$ cat src/rtl/tone_pkg.sv
// Shared types and default constants for the tone detector.
// Defaults match the buzzer generator divider range 0x2000..0x3FC0.
package tone_pkg;

  typedef enum logic [1:0] {
    IDLE,
    MEASURE,
    LOCKED
  } state_t;

  localparam int unsigned DEF_CNT_W    = 16;
  localparam int unsigned DEF_MIN_HALF = 8192;
  localparam int unsigned DEF_MAX_HALF = 16384;
  localparam int unsigned DEF_TOL      = 128;
  localparam int unsigned DEF_LOCK_N   = 4;
  localparam int unsigned DEF_TIMEOUT  = 32768;

  function automatic logic [3:0] sat_inc4(input logic [3:0] v, input logic [3:0] lim);
    return (v >= lim) ? lim : v + 4'd1;
  endfunction

endpackage

$ cat src/rtl/tone_sync.sv
// 2-FF synchronizer plus delay flop; registered strobe on any input transition.
// Strobe appears 2 edges after the input is first sampled; free-running, no enable, no backpressure.
module tone_sync (
  input  logic clk,
  input  logic rst,
  input  logic tone_in,
  output logic edge_stb
);

  logic [2:0] sync_q, sync_d;
  logic       edge_q, edge_d;

  always_comb begin
    sync_d = {sync_q[1:0], tone_in};
    edge_d = sync_q[1] ^ sync_q[2];
  end

  always_ff @(posedge clk) begin
    if (rst) begin
      sync_q <= '0;
      edge_q <= 1'b0;
    end else begin
      sync_q <= sync_d;
      edge_q <= edge_d;
    end
  end

  assign edge_stb = edge_q;

endmodule

$ cat src/rtl/tone_detector.sv
// Half-period meter with pitch-window lock; outputs register 3 cycles after an input transition, no backpressure.
// Optional sweep-direction strobes when TONE_DET_SWEEP_EN is defined.
module tone_detector
  import tone_pkg::*;
#(
  parameter int unsigned CNT_W    = DEF_CNT_W,
  parameter int unsigned MIN_HALF = DEF_MIN_HALF,
  parameter int unsigned MAX_HALF = DEF_MAX_HALF,
  parameter int unsigned TOL      = DEF_TOL,
  parameter int unsigned LOCK_N   = DEF_LOCK_N,
  parameter int unsigned TIMEOUT  = DEF_TIMEOUT
) (
  input  logic             clk,
  input  logic             rst,
  input  logic             enable,
  input  logic             tone_in,
  output logic [CNT_W-1:0] half_period,
  output logic             period_valid,
  output logic             tone_present,
  output logic             sweep_up,
  output logic             sweep_down
);

  localparam logic [CNT_W-1:0] MIN_C     = CNT_W'(MIN_HALF);
  localparam logic [CNT_W-1:0] MAX_C     = CNT_W'(MAX_HALF);
  localparam logic [CNT_W-1:0] TOL_C     = CNT_W'(TOL);
  localparam logic [CNT_W-1:0] TIMEOUT_C = CNT_W'(TIMEOUT);
  localparam logic [3:0]       LOCK_C    = 4'(LOCK_N);

  logic             edge_stb;
  state_t           state_q, state_d;
  logic [CNT_W-1:0] cnt_q, cnt_d, prev_q, prev_d, half_q, half_d, diff;
  logic [3:0]       good_q, good_d;
  logic             prev_vld_q, prev_vld_d, pv_q, pv_d, present_q, present_d, meas_ok;
`ifdef TONE_DET_SWEEP_EN
  logic             up_q, up_d, down_q, down_d;
`endif

  tone_sync u_sync (
    .clk      (clk),
    .rst      (rst),
    .tone_in  (tone_in),
    .edge_stb (edge_stb)
  );

  always_comb begin
    state_d    = state_q;
    cnt_d      = cnt_q;
    good_d     = good_q;
    prev_d     = prev_q;
    prev_vld_d = prev_vld_q;
    half_d     = half_q;
    pv_d       = 1'b0;
`ifdef TONE_DET_SWEEP_EN
    up_d       = 1'b0;
    down_d     = 1'b0;
`endif
    diff    = (cnt_q >= prev_q) ? cnt_q - prev_q : prev_q - cnt_q;
    meas_ok = (cnt_q >= MIN_C) && (cnt_q <= MAX_C) && (!prev_vld_q || diff <= TOL_C);

    if (edge_stb)                cnt_d = CNT_W'(1);
    else if (cnt_q != TIMEOUT_C) cnt_d = cnt_q + 1'b1;

    // An edge takes priority over a coincident timeout.
    if (edge_stb) begin
      if (state_q == IDLE) begin
        state_d = MEASURE;
        good_d  = '0;
      end else begin
        half_d     = cnt_q;
        pv_d       = 1'b1;
        prev_d     = cnt_q;
        prev_vld_d = 1'b1;
        if (!meas_ok) begin
          state_d = MEASURE;
          good_d  = '0;
        end else if (state_q == MEASURE) begin
          good_d = sat_inc4(good_q, LOCK_C);
          if (good_d == LOCK_C) state_d = LOCKED;
        end else begin
`ifdef TONE_DET_SWEEP_EN
          up_d   = cnt_q < prev_q;
          down_d = cnt_q > prev_q;
`endif
        end
      end
    end else if (cnt_q == TIMEOUT_C) begin
      state_d    = IDLE;
      good_d     = '0;
      prev_vld_d = 1'b0;
    end

    present_d = (state_d == LOCKED);
  end

  always_ff @(posedge clk) begin
    if (rst || !enable) begin
      state_q    <= IDLE;
      cnt_q      <= '0;
      good_q     <= '0;
      prev_q     <= '0;
      prev_vld_q <= 1'b0;
      half_q     <= '0;
      pv_q       <= 1'b0;
      present_q  <= 1'b0;
    end else begin
      state_q    <= state_d;
      cnt_q      <= cnt_d;
      good_q     <= good_d;
      prev_q     <= prev_d;
      prev_vld_q <= prev_vld_d;
      half_q     <= half_d;
      pv_q       <= pv_d;
      present_q  <= present_d;
    end
  end

`ifdef TONE_DET_SWEEP_EN
  always_ff @(posedge clk) begin
    if (rst || !enable) begin
      up_q   <= 1'b0;
      down_q <= 1'b0;
    end else begin
      up_q   <= up_d;
      down_q <= down_d;
    end
  end

  assign sweep_up   = up_q;
  assign sweep_down = down_q;
`else
  assign sweep_up   = 1'b0;
  assign sweep_down = 1'b0;
`endif

  assign half_period  = half_q;
  assign period_valid = pv_q;
  assign tone_present = present_q;

endmodule

$ cat config.mk
export PLATFORM = sky130hd
export DESIGN_NAME = tone_detector
export DESIGN_NICKNAME = d
export VERILOG_FILES = /design/src/rtl/tone_pkg.sv /design/src/rtl/tone_sync.sv /design/src/rtl/tone_detector.sv
export SDC_FILE = /design/constraint.sdc
export NUM_CORES = 1
export LEC_CHECK = 0
export BUFFER_PORTS_ARGS = -buffer_cell sky130_fd_sc_hd__buf_2
export CELL_PAD_IN_SITES_DETAIL_PLACEMENT = 0
export CELL_PAD_IN_SITES_GLOBAL_PLACEMENT = 1
export CORE_MARGIN = 1.5
export CORE_UTILIZATION = 49
export CTS_CLUSTER_DIAMETER = 150
export DETAILED_ROUTE_END_ITERATION = 16
export PLACE_DENSITY = 0.95
export RECOVER_POWER = 100
export SLEW_MARGIN = 5
export SYNTH_ARGS = -nofsm -noshare
export SYNTH_HDL_FRONTEND = slang
export SYNTH_SLANG_ARGS = --single-unit
$ cat constraint.sdc
create_clock -name clk -period 6.4 [get_ports clk]
set_input_delay 0.64 -clock clk [delete_from_list [all_inputs] [get_ports clk]]
set_output_delay 0.64 -clock clk [all_outputs]
set_load 0.1 [all_outputs]
Word-level counts from Yosys, hierarchy flattened --
Index checks and enable logic that the tools add are counted.
Word-level totals: flip-flop bits (word level) 45, output and inout port bits 20
Cells by class: order comparisons 5, add/subtract/negate cells 4, bitwise gates (word level) 3, muxes and demuxes 19, reductions and logical operators 14, equality and inequality tests 7
Operator list (number):
- $sub 16x16->16 | 2
- $mux 4 | 6
- $add 16x1->16 const B | 1
- $eq 16x16->1 const B | 1
- $ge 16x14->1 const B | 1
- $ge 16x16->1 | 1
- $le 16x15->1 const B | 1
- $le 16x8->1 const B | 1
- $mux 16 | 1
- $ne 16x16->1 const B | 1
- $mux 2 | 6
- $mux 1 | 6
- $reduce_and 2->1 | 3
- $add 4x1->4 const B | 1
- $eq 4x3->1 const B | 1
- $ge 4x3->1 const B | 1
- $ne 4x4->1 const B | 1
- $reduce_bool 2->1 | 2
- $reduce_or 2->1 | 2
- $eq 2x1->1 const B | 1
- $eq 2x2->1 const B | 1
- $logic_and 1x1->1 | 2
- $logic_not 1->1 | 2
- $logic_not 2->1 | 1
- 4 further kinds | 6

Depth between registers and ports, before layout --
Gate-level depths: netlist of the first run.
depth after elaboration 9, mapped depth 14

Cells and area by module --
Synthesis of the first run repeated with hierarchy kept, for this count alone.
Second synthesis, totals: cell total of the unflattened synthesis 474, area, all modules 3488.3 um^2
Modules (own cells, without submodules):
- tone_detector | cells an instance 465, area each 3377.0 um^2, instances 1, seq. area each 820.8 um^2
- tone_sync | cells an instance 9, area each 111.4 um^2, instances 1, seq. area each 80.1 um^2

Least setup slack after synthesis of the first run --
Ideal clock, no wire load.
kind register -> register, start reg, netlist name half_period[3], end reg good_q[2], setup slack 2.446 ns, arrival 3.867 ns, required time 6.314 ns, period minus slack after synthesis 3.954 ns, path buffers 0, stages on the path, launching flop included 12, setup time 0.086 ns, cells stage by stage dfxtp_1 inv_1 ha_1 a21oi_1 o221ai_1 a221o_1 a311oi_1 o22ai_1 or4_1 a32oi_2 nand3_1 a221oi_2
RTL lines:
- end signal, assigned | RTL line tone_detector.sv:109 | good_q <= good_d;
- end, declared | RTL line tone_detector.sv:33 | logic [3:0] good_q, good_d;

==> impl_results.md, run 1 <==
- Layout cell share with drive strength beyond 1: 4.600%
- Crit Path Max Fanout: 7
- Final setup fails: 0
- CP required: 6600 ps
- Avg Inst Size Synth: 7.512 um^2
- I/O Pins: 24
- Final Net Count: 537
- Drt drc: 0
- Vias per std cell: 5.870
- Sequential Area: 900.9 um^2
- GP Congestion: 0.8740
- Place WS: 2678 ps
- Fill cell count: 754
- Syn Inst Count: 492
- Hold buffers post-CTS: 0
- Yosys cell types: 69
- ANT cells: 0
- Outcome: complete, no violations
- Final core utilization: 53.21%
- Port Buffers: 21
- Setup bufs post-CTS: 0
- Post-synth top area share: 24.37%
- Setup Skew: 5.371 ps
- Layout area overhead: 4.976%
- Reg clk slew, reported paths: 90 ps
- Die area: 8073 um^2
- DP HPWL: 7397 um
- Drt first pass iters: 5
- Tot GR Track Use: 24.03%
- Area leader, netlist: dfxtp_1
- Largest net degree at the start of global routing: 22
- Chip height: 89.85 um
- Synth top area cells: dfxtp_1 24%, ha_1 12%, nand2_1 6.3%
- Num CTS Buffers: 5
- Post-synth EDFFs: 0
- Die width: 89.85 um
- Max rail drop VDD: 0.1123 mV
- Post-Syn Area: 3696 um^2
- Final setup TNS: 0 ps
- Post-CTS resize count: 0
- Static Leak: 1.486 nW
- Final Max Slew Viols: 0
- TritonCTS clock tree: done
- CTS H-Tree Depth: 2
- Routed len/inst: 16.11 um
- Async set or reset register ratio after synthesis: 0%
- Tightest Pin Transition: 1209 ps
- Synth warn: 0
- Root Buffer: clkbuf_8
- Count of final hold-check violations: 0
- Final worst-path cycle share: 60.72%
- Flops & latches, synth: 45
- Antenna violations before repair: 0
- Top FF cell, synth: dfxtp_1
- Clk_lat worst skew: 300 ps
- Critical path type: flop to flop
- Setup WS post-layout: 2514 ps
- Power Dens Cells: 132.2 nW/um^2
- Initial drt markers: 292
- Sequential fraction of the synthesis area: 24.37%
- Core Region: 7292 um^2
- WP data arrival: 4090 ps
- Max Freq: 0.2573 GHz
- First-pass GRT wire length: 16100 um
- Max Cap Viol: 0
- Critical path endpoint category: flop
- Std cell rows: 31
- RSZ-0062 raised after global routing: false
- Commonest non-fill, non-tap cell in the layout: nand2_1
- Normalized max-slew margin: 19.77%
- Min cycle time layout: 3886 ps
- Congestion Overflow GR: 0
- Most frequent cells in the layout: 62 x nand2_1, 47 x nor2_1, 45 x dfxtp_1
- Antenna-violating nets left: 0
- Hold Crit Class: flop to flop
- Vias in the first global route: 3262
- Clk buf depth: 2
- Drt total wl: 9651 um
- Initial Utilization: 50.69%
- Via Count: 3516
- Clock Sinks: 45
- Startpoint types: flop
- Multi-input gate area in the final layout: 2517 um^2
-- flip-flops by register name, summed over array words and instances (netlist names) --
register	cells
period_valid	1
good_q	4
half_period	16
cnt_q	16
u_sync.sync_q	3
state_q	2
tone_present	1
prev_vld_q	1
u_sync.edge_stb	1
-- kinds of logic after synthesis --
family / Yosys count / share of synthesized area (%)
other: 1 / 0.1015
XOR/XNOR: 27 / 6.398
buffers and inverters: 67 / 7.244
AND/OR/NAND/NOR: 189 / 24.54
adder cells (fa/ha/maj): 34 / 11.51
flip-flops: 45 / 24.37
AO/OA/AOI/OAI: 122 / 23.90
multiplexers: 7 / 1.930
-- final cells by class --
class | count | area share (%)
multi-input combinational | 381 | 64.88
timing repair buffer | 22 | 2.290
sequential | 45 | 23.22
tap | 99 | 3.193
inverter | 44 | 4.257
clock buffer | 7 | 1.967
clock inverter | 1 | 0.1935
-- final timing paths --
path | startpoint | end | slack (ps) | cells after the start
setup / recovery | half_period[3] | good_q[2] | 2510 | 11
hold / removal | u_sync.sync_q[0] | u_sync.sync_q[1] | 460 | 1
setup reg to reg | half_period[3] | good_q[2] | 2510 | 11
hold reg to reg | u_sync.sync_q[0] | u_sync.sync_q[1] | 460 | 1
-- metrics by stage --
stage	total power [W]	hold WS (ps)	instance area (um^2)	std cells
after floorplan	0.0003339	413.8	3700	493
after global placement	0.0003433	441.6	3834	591
after detailed placement	0.0003445	445.7	3834	591
after CTS	0.0005164	464.5	3918	599
after global routing	0.0005321	481.1	3880	599
final	0.0005129	461.1	3880	599
-- power breakdown --
part / internal [W] / switching (W) / total [W]
combinational: 0.0000203 / 0.0000339 / 0.0000541
sequential: 0.000282 / 0.00000253 / 0.000284
clock: 0.0000774 / 0.0000973 / 0.000175
total: 0.000379 / 0.000134 / 0.000513
-- worst max-delay path, cell delays in order, from the launching register on --
cell,delay [ps]
dfxtp_1,400
inv_1,60
ha_1,410
a21oi_1,360
o221ai_1,230
a221o_1,420
a311oi_1,260
o22ai_1,130
or4_1,600
a32oi_1,470
nand3_1,140
a221oi_1,310
-- cell usage after synthesis, drive strengths merged (10+ instances only) --
library cell and count:
nor2b 10, ha 34, nand2 62, o21ai 16, nand3 14, dfxtp 45, inv 44, a21oi 42
nor3 12, clkbuf 15, nor2 48, xnor2 23
-- routing by layer --
layer	global-route usage, %	vias up	wire (um)
met5	0	-	0
met3	2.453	23	444
met2	39.63	115	4359
met4	7.011	0	178
met1	33.18	1638	4668
li1	-	1740	-
Note: power is estimated with default switching activity, not from simulation.
==> run 2: changes to the inputs <==
--- a/config.mk
+++ b/config.mk
@@ -9,10 +9,10 @@
 export CELL_PAD_IN_SITES_DETAIL_PLACEMENT = 0
 export CELL_PAD_IN_SITES_GLOBAL_PLACEMENT = 1
 export CORE_MARGIN = 1.5
-export CORE_UTILIZATION = 49
+export CORE_UTILIZATION = 41
 export CTS_CLUSTER_DIAMETER = 150
 export DETAILED_ROUTE_END_ITERATION = 16
-export PLACE_DENSITY = 0.95
+export PLACE_DENSITY = 0.87
 export RECOVER_POWER = 100
 export SLEW_MARGIN = 5
 export SYNTH_ARGS = -nofsm -noshare
==> constraint.sdc (replaced) <==
create_clock -name clk -period 3.3 [get_ports clk]
set_input_delay 0.33 -clock clk [delete_from_list [all_inputs] [get_ports clk]]
set_output_delay 0.33 -clock clk [all_outputs]
set_load 0.1 [all_outputs]
==> impl_results.md, run 2 (same netlist as run 1, synthesis figures left out) <==
- Outcome: complete, no violations
- Tightest Pin Transition: 1195 ps
- Initial Utilization: 42.38%
- Clk_lat worst skew: 310 ps
- RSZ-0062 raised after global routing: true
- Congestion Overflow GR: 0
- Normalized max-slew margin: 20.70%
- Worst reg2reg path depth: 12
- CTS H-Tree Depth: 2
- Hold Crit Class: primary input to flop
- Final setup fails: 0
- Commonest non-fill, non-tap cell in the layout: nand2_1
- Hold buffers post-CTS: 0
- DP HPWL: 8300 um
- Final Net Count: 597
- Tot GR Track Use: 22.85%
- Power Dens Cells: 229.8 nW/um^2
- Layout cell share with drive strength beyond 1: 31.43%
- Top Layer Used: met4
- I/O Pins: 24
- Min cycle time layout: 3242 ps
- Drt first pass iters: 4
- Sequential Area: 970.9 um^2
- Design area: 4916 um^2
- Critical path endpoint category: flop
- Met2 WL: 5096 um
- Chip height: 97.95 um
- Initial drt markers: 186
- WP data arrival: 3470 ps
- Setup WS post-layout: 57.82 ps
- Die width: 97.95 um
- Count of final hold-check violations: 0
- Final Max Slew Viols: 0
- Place WS: -57.08 ps
- Max Freq: 0.3084 GHz
- CP required: 3530 ps
- Met3 WL: 559 um
- ANT cells: 0
- Largest net degree at the start of global routing: 21
- Std cell rows: 34
- Reg clk slew, reported paths: 100 ps
- TritonCTS clock tree: done
- GP Congestion: 1.003
- Multi-input gate area in the final layout: 2982 um^2
- Startpoint types: flop
- Static Leak: 1.906 nW
- WHS Path Cells: 2
- Layout area overhead: 33.01%
- First-pass GRT wire length: 18010 um
- Root Buffer: clkbuf_8
- Routed len/inst: 16.98 um
- Antenna violations before repair: 0
- Crit Path Max Fanout: 4
- Met1 WL: 5382 um
- Vias per std cell: 5.662
- Clock Sinks: 45
- Fill cell count: 765
- Die area: 9593 um^2
- Placed cell areas: 4308 um^2
- Num CTS Buffers: 5
- Max Cap Viol: 0
- Vias in the first global route: 3617
- Critical path type: flop to flop
- Final worst-path cycle share: 98.25%
- Core Region: 8721 um^2
- Port Buffers: 21
- Clk buf depth: 2
- Drt drc: 0
- Via Count: 3782
- Drt total wl: 11340 um
- Max rail drop VDD: 0.1926 mV
- Most frequent cells in the layout: 59 x nand2_1, 57 x buf_4, 41 x inv_1
- Setup Skew: 5.591 ps
- Antenna-violating nets left: 0
-- run 2: changes by cell type in the layout (fill, tap and decap cells not counted), moves of 4 or more --
cell,before,now
a211oi_1,7,2
a21oi_1,40,33
a211oi_2,1,5
buf_4,1,57
dfxtp_4,0,16
dfxtp_1,45,21
ha_1,34,17
ha_2,0,4
nor2_2,1,8
nor2_1,47,40
dfxtp_2,0,8
a21oi_2,1,7
ha_4,0,13
-- run 2: where the power goes --
group,switching (W),total (W),internal [W]
clock,0.000224,0.000455,0.000232
sequential,0.00000474,0.000538,0.000533
combinational,0.0000776,0.000136,0.0000586
total,0.000306,0.00113,0.000823
-- run 2: worst paths after layout --
| path | from | to | slack, ps |
|---|---|---|---|
| min reg2reg | u_sync.sync_q[0] | u_sync.sync_q[1] | 460 |
| max reg2reg | half_period[1] | good_q[2] | 60 |
| min | tone_in | u_sync.sync_q[0] | 240 |
| max | half_period[1] | good_q[2] | 60 |
-- run 2: area by class of cell --
cell class / instances / area share (%)
inverter: 44 / 3.360
sequential: 45 / 19.75
clock buffer: 5 / 1.400
multi-input combinational: 381 / 60.65
timing repair buffer: 82 / 11.12
tap: 108 / 2.749
clock inverter: 3 / 0.9672
-- run 2: repair_timing --
item / CTS / global route
gates cloned: 0 / 0
buffers inserted: 1 / 15
gates resized for setup: 28 / 58
setup endpoints to repair: 5 / 7
pin swaps: 8 / 30
-- run 2: per-stage QoR --
stage	utilization, %	instances	TNS [ps]	power, W	hold slack [ps]
after floorplan	-	493	0	0.0006404	401.6
after global placement	49.40	644	-45.14	0.0006682	422.0
after detailed placement	49.40	644	-103.2	0.0006683	441.4
after CTS	52.18	653	0	0.001128	234.3
after global routing	56.37	668	-112.9	0.001169	229.9
final	56.37	668	0	0.001129	237.4
-- run 2: per-layer routing --
layer | vias up | track usage, %
met3 | 26 | 3.364
met2 | 108 | 36.13
li1 | 1853 | -
met5 | - | 0
met4 | 0 | 7.143
met1 | 1795 | 32.06
-- run 2: critical path, stage by stage, from the launching register on --
cell	delay, ps
dfxtp_4	360
inv_2	40
ha_4	220
nor2b_4	140
o21ai_2	150
o221ai_2	140
a221o_1	430
a311oi_2	260
o22ai_1	100
or4_4	580
a32oi_4	350
nand3_2	110
a221oi_2	290
==> run 3: changes to the inputs <==
--- a/config.mk
+++ b/config.mk
@@ -5,14 +5,14 @@
 export SDC_FILE = /design/constraint.sdc
 export NUM_CORES = 1
 export LEC_CHECK = 0
-export BUFFER_PORTS_ARGS = -buffer_cell sky130_fd_sc_hd__buf_2
+export BUFFER_PORTS_ARGS = -buffer_cell sky130_fd_sc_hd__clkbuf_2
 export CELL_PAD_IN_SITES_DETAIL_PLACEMENT = 0
 export CELL_PAD_IN_SITES_GLOBAL_PLACEMENT = 1
 export CORE_MARGIN = 1.5
-export CORE_UTILIZATION = 41
+export CORE_UTILIZATION = 49
 export CTS_CLUSTER_DIAMETER = 150
 export DETAILED_ROUTE_END_ITERATION = 16
-export PLACE_DENSITY = 0.87
+export PLACE_DENSITY = 0.95
 export RECOVER_POWER = 100
 export SLEW_MARGIN = 5
 export SYNTH_ARGS = -nofsm -noshare
==> constraint.sdc (replaced) <==
create_clock -name clk -period 3.75 [get_ports clk]
set_input_delay 0.375 -clock clk [delete_from_list [all_inputs] [get_ports clk]]
set_output_delay 0.375 -clock clk [all_outputs]
set_load 0.1 [all_outputs]
==> impl_results.md, run 3 (same netlist as run 1, synthesis figures left out) <==
- Antenna-violating nets left: 0
- Design area: 4095 um^2
- Tightest Pin Transition: 1204 ps
- Die area: 8073 um^2
- Max Freq: 0.2805 GHz
- Hold buffers post-CTS: 0
- Tot GR Track Use: 25.27%
- Routed len/inst: 16.52 um
- Setup Skew: 10.03 ps
- Static Leak: 1.589 nW
- Drt first pass iters: 5
- Max Cap Viol: 0
- Worst reg2reg path depth: 13
- Slowest CP cell: or4_4
- Normalized max-slew margin: 20.11%
- Crit Path Max Fanout: 11
- Clk buf depth: 2
- Fill cell count: 729
- Startpoint types: flop
- Layout cell share with drive strength beyond 1: 11.65%
- Max rail drop VDD: 0.2085 mV
- Final Net Count: 552
- CP required: 3960 ps
- WP depth: 13
- Worst path bufs/invs: 2
- Die width: 89.85 um
- Drt drc: 0
- Vias in the first global route: 3335
- Core Region: 7292 um^2
- RSZ-0062 raised after global routing: false
- Congestion Overflow GR: 0
- Via Count: 3602
- Min cycle time layout: 3565 ps
- Drt total wl: 10150 um
- Critical path startpoint: half_period[9]
- Std cell rows: 31
- Reg clk slew, reported paths: 100 ps
- ANT cells: 0
- Worst path max stage delay: 550 ps
- I/O Pins: 24
- Critical path endpoint category: flop
- Critical path type: flop to flop
- TritonCTS clock tree: done
- Hold Crit Class: primary input to flop
- Chip height: 89.85 um
- Vias per std cell: 5.866
- CTS H-Tree Depth: 2
- DP HPWL: 7786 um
- R2R setup slack: 190 ps
- Count of final hold-check violations: 0
- Reg2Reg Capture Point: state_q[0]
- Commonest non-fill, non-tap cell in the layout: nand2_1
- Initial Utilization: 50.69%
- Power, Total: 0.0009688 W
- First-pass GRT wire length: 16720 um
- Final setup TNS: 0 ps
- Critical path capture point: state_q[0]
- Most frequent cells in the layout: 62 x nand2_1, 47 x nor2_1, 44 x inv_1
- Clk_lat worst skew: 310 ps
- Num CTS Buffers: 5
- Final worst-path cycle share: 95.07%
- Largest net degree at the start of global routing: 22
- Cell family with most CP delay: simple AND/OR/NAND/NOR gates
- GP Congestion: 0.9082
- Outcome: complete, no violations
- Placed cell areas: 3955 um^2
- Antenna violations before repair: 0
- FF-to-FF Start: half_period[9]
- Initial drt markers: 354
- Power Dens Cells: 236.6 nW/um^2
- Final Max Slew Viols: 0
- Port Buffers: 21
- Final core utilization: 56.16%
- Root Buffer: clkbuf_8
- Layout area overhead: 10.80%
- Worst-path cell chain: inv_1 > ha_1 > and4_1 > nand2_1 > a311oi_4 > nor3_2 > a211oi_1 > nand4_1 > or4_4 > a32oi_4 > buf_4 > a31oi_1 > and2_1
- WP data arrival: 3780 ps
- Final setup fails: 0
- Clock Sinks: 45
-- run 3: final cells by class --
cell class,count,area [um^2],share of cell area (%)
clock inverters,3,47.55,1.161
repair buffers,37,197.7,4.827
clock buffers,5,68.82,1.680
well taps,99,123.9,3.025
flip-flops and latches,45,918.4,22.43
inverters,44,165.2,4.033
multi-input cells,381,2574,62.85
-- run 3: stage by stage --
step / hold slack, ps / setup WS, ps / cells
floorplan: 413.8 / 42.75 / 493
global placement: 446.9 / 163.8 / 605
detailed placement: 436.1 / 99.57 / 605
CTS: 276.4 / 74.33 / 613
global route: 291.6 / 11.52 / 614
finish: 273.0 / 185.0 / 614
-- run 3: timing repair --
item,in CTS,in global routing
resized for setup,0,8
buffers inserted,0,1
endpoints found under the setup margin,0,6
-- run 3: how the worst min path moves through the flow --
stage | startpoint | end | slack, ps | cells past startpoint
final | tone_in | u_sync.sync_q[0] | 270 | 2
after global routing | tone_in | u_sync.sync_q[0] | 290 | 2
after CTS | tone_in | u_sync.sync_q[0] | 280 | 2
after detailed placement | u_sync.sync_q[0] | u_sync.sync_q[1] | 440 | 1
after global placement | u_sync.sync_q[0] | u_sync.sync_q[1] | 450 | 1
after floorplan | u_sync.sync_q[0] | u_sync.sync_q[1] | 410 | 1
-- run 3: where the power goes --
| part | internal [W] | switching, W | leakage [nW] | total (W) |
|---|---|---|---|---|
| combinational | 0.0000356 | 0.0000607 | 1.16 | 0.0000963 |
| sequential | 0.000481 | 0.00000442 | 0.370 | 0.000485 |
| clock | 0.000204 | 0.000184 | 0.0591 | 0.000387 |
| total | 0.000720 | 0.000249 | 1.59 | 0.000969 |
-- run 3: per-layer routing --
layer	part of all wire, %	global-route usage, %	up-vias
met2	43	37.72	127
met4	1.7	7.011	0
met5	0	0	-
li1	-	-	1764
met3	6.4	3.384	15
met1	49	37.83	1696
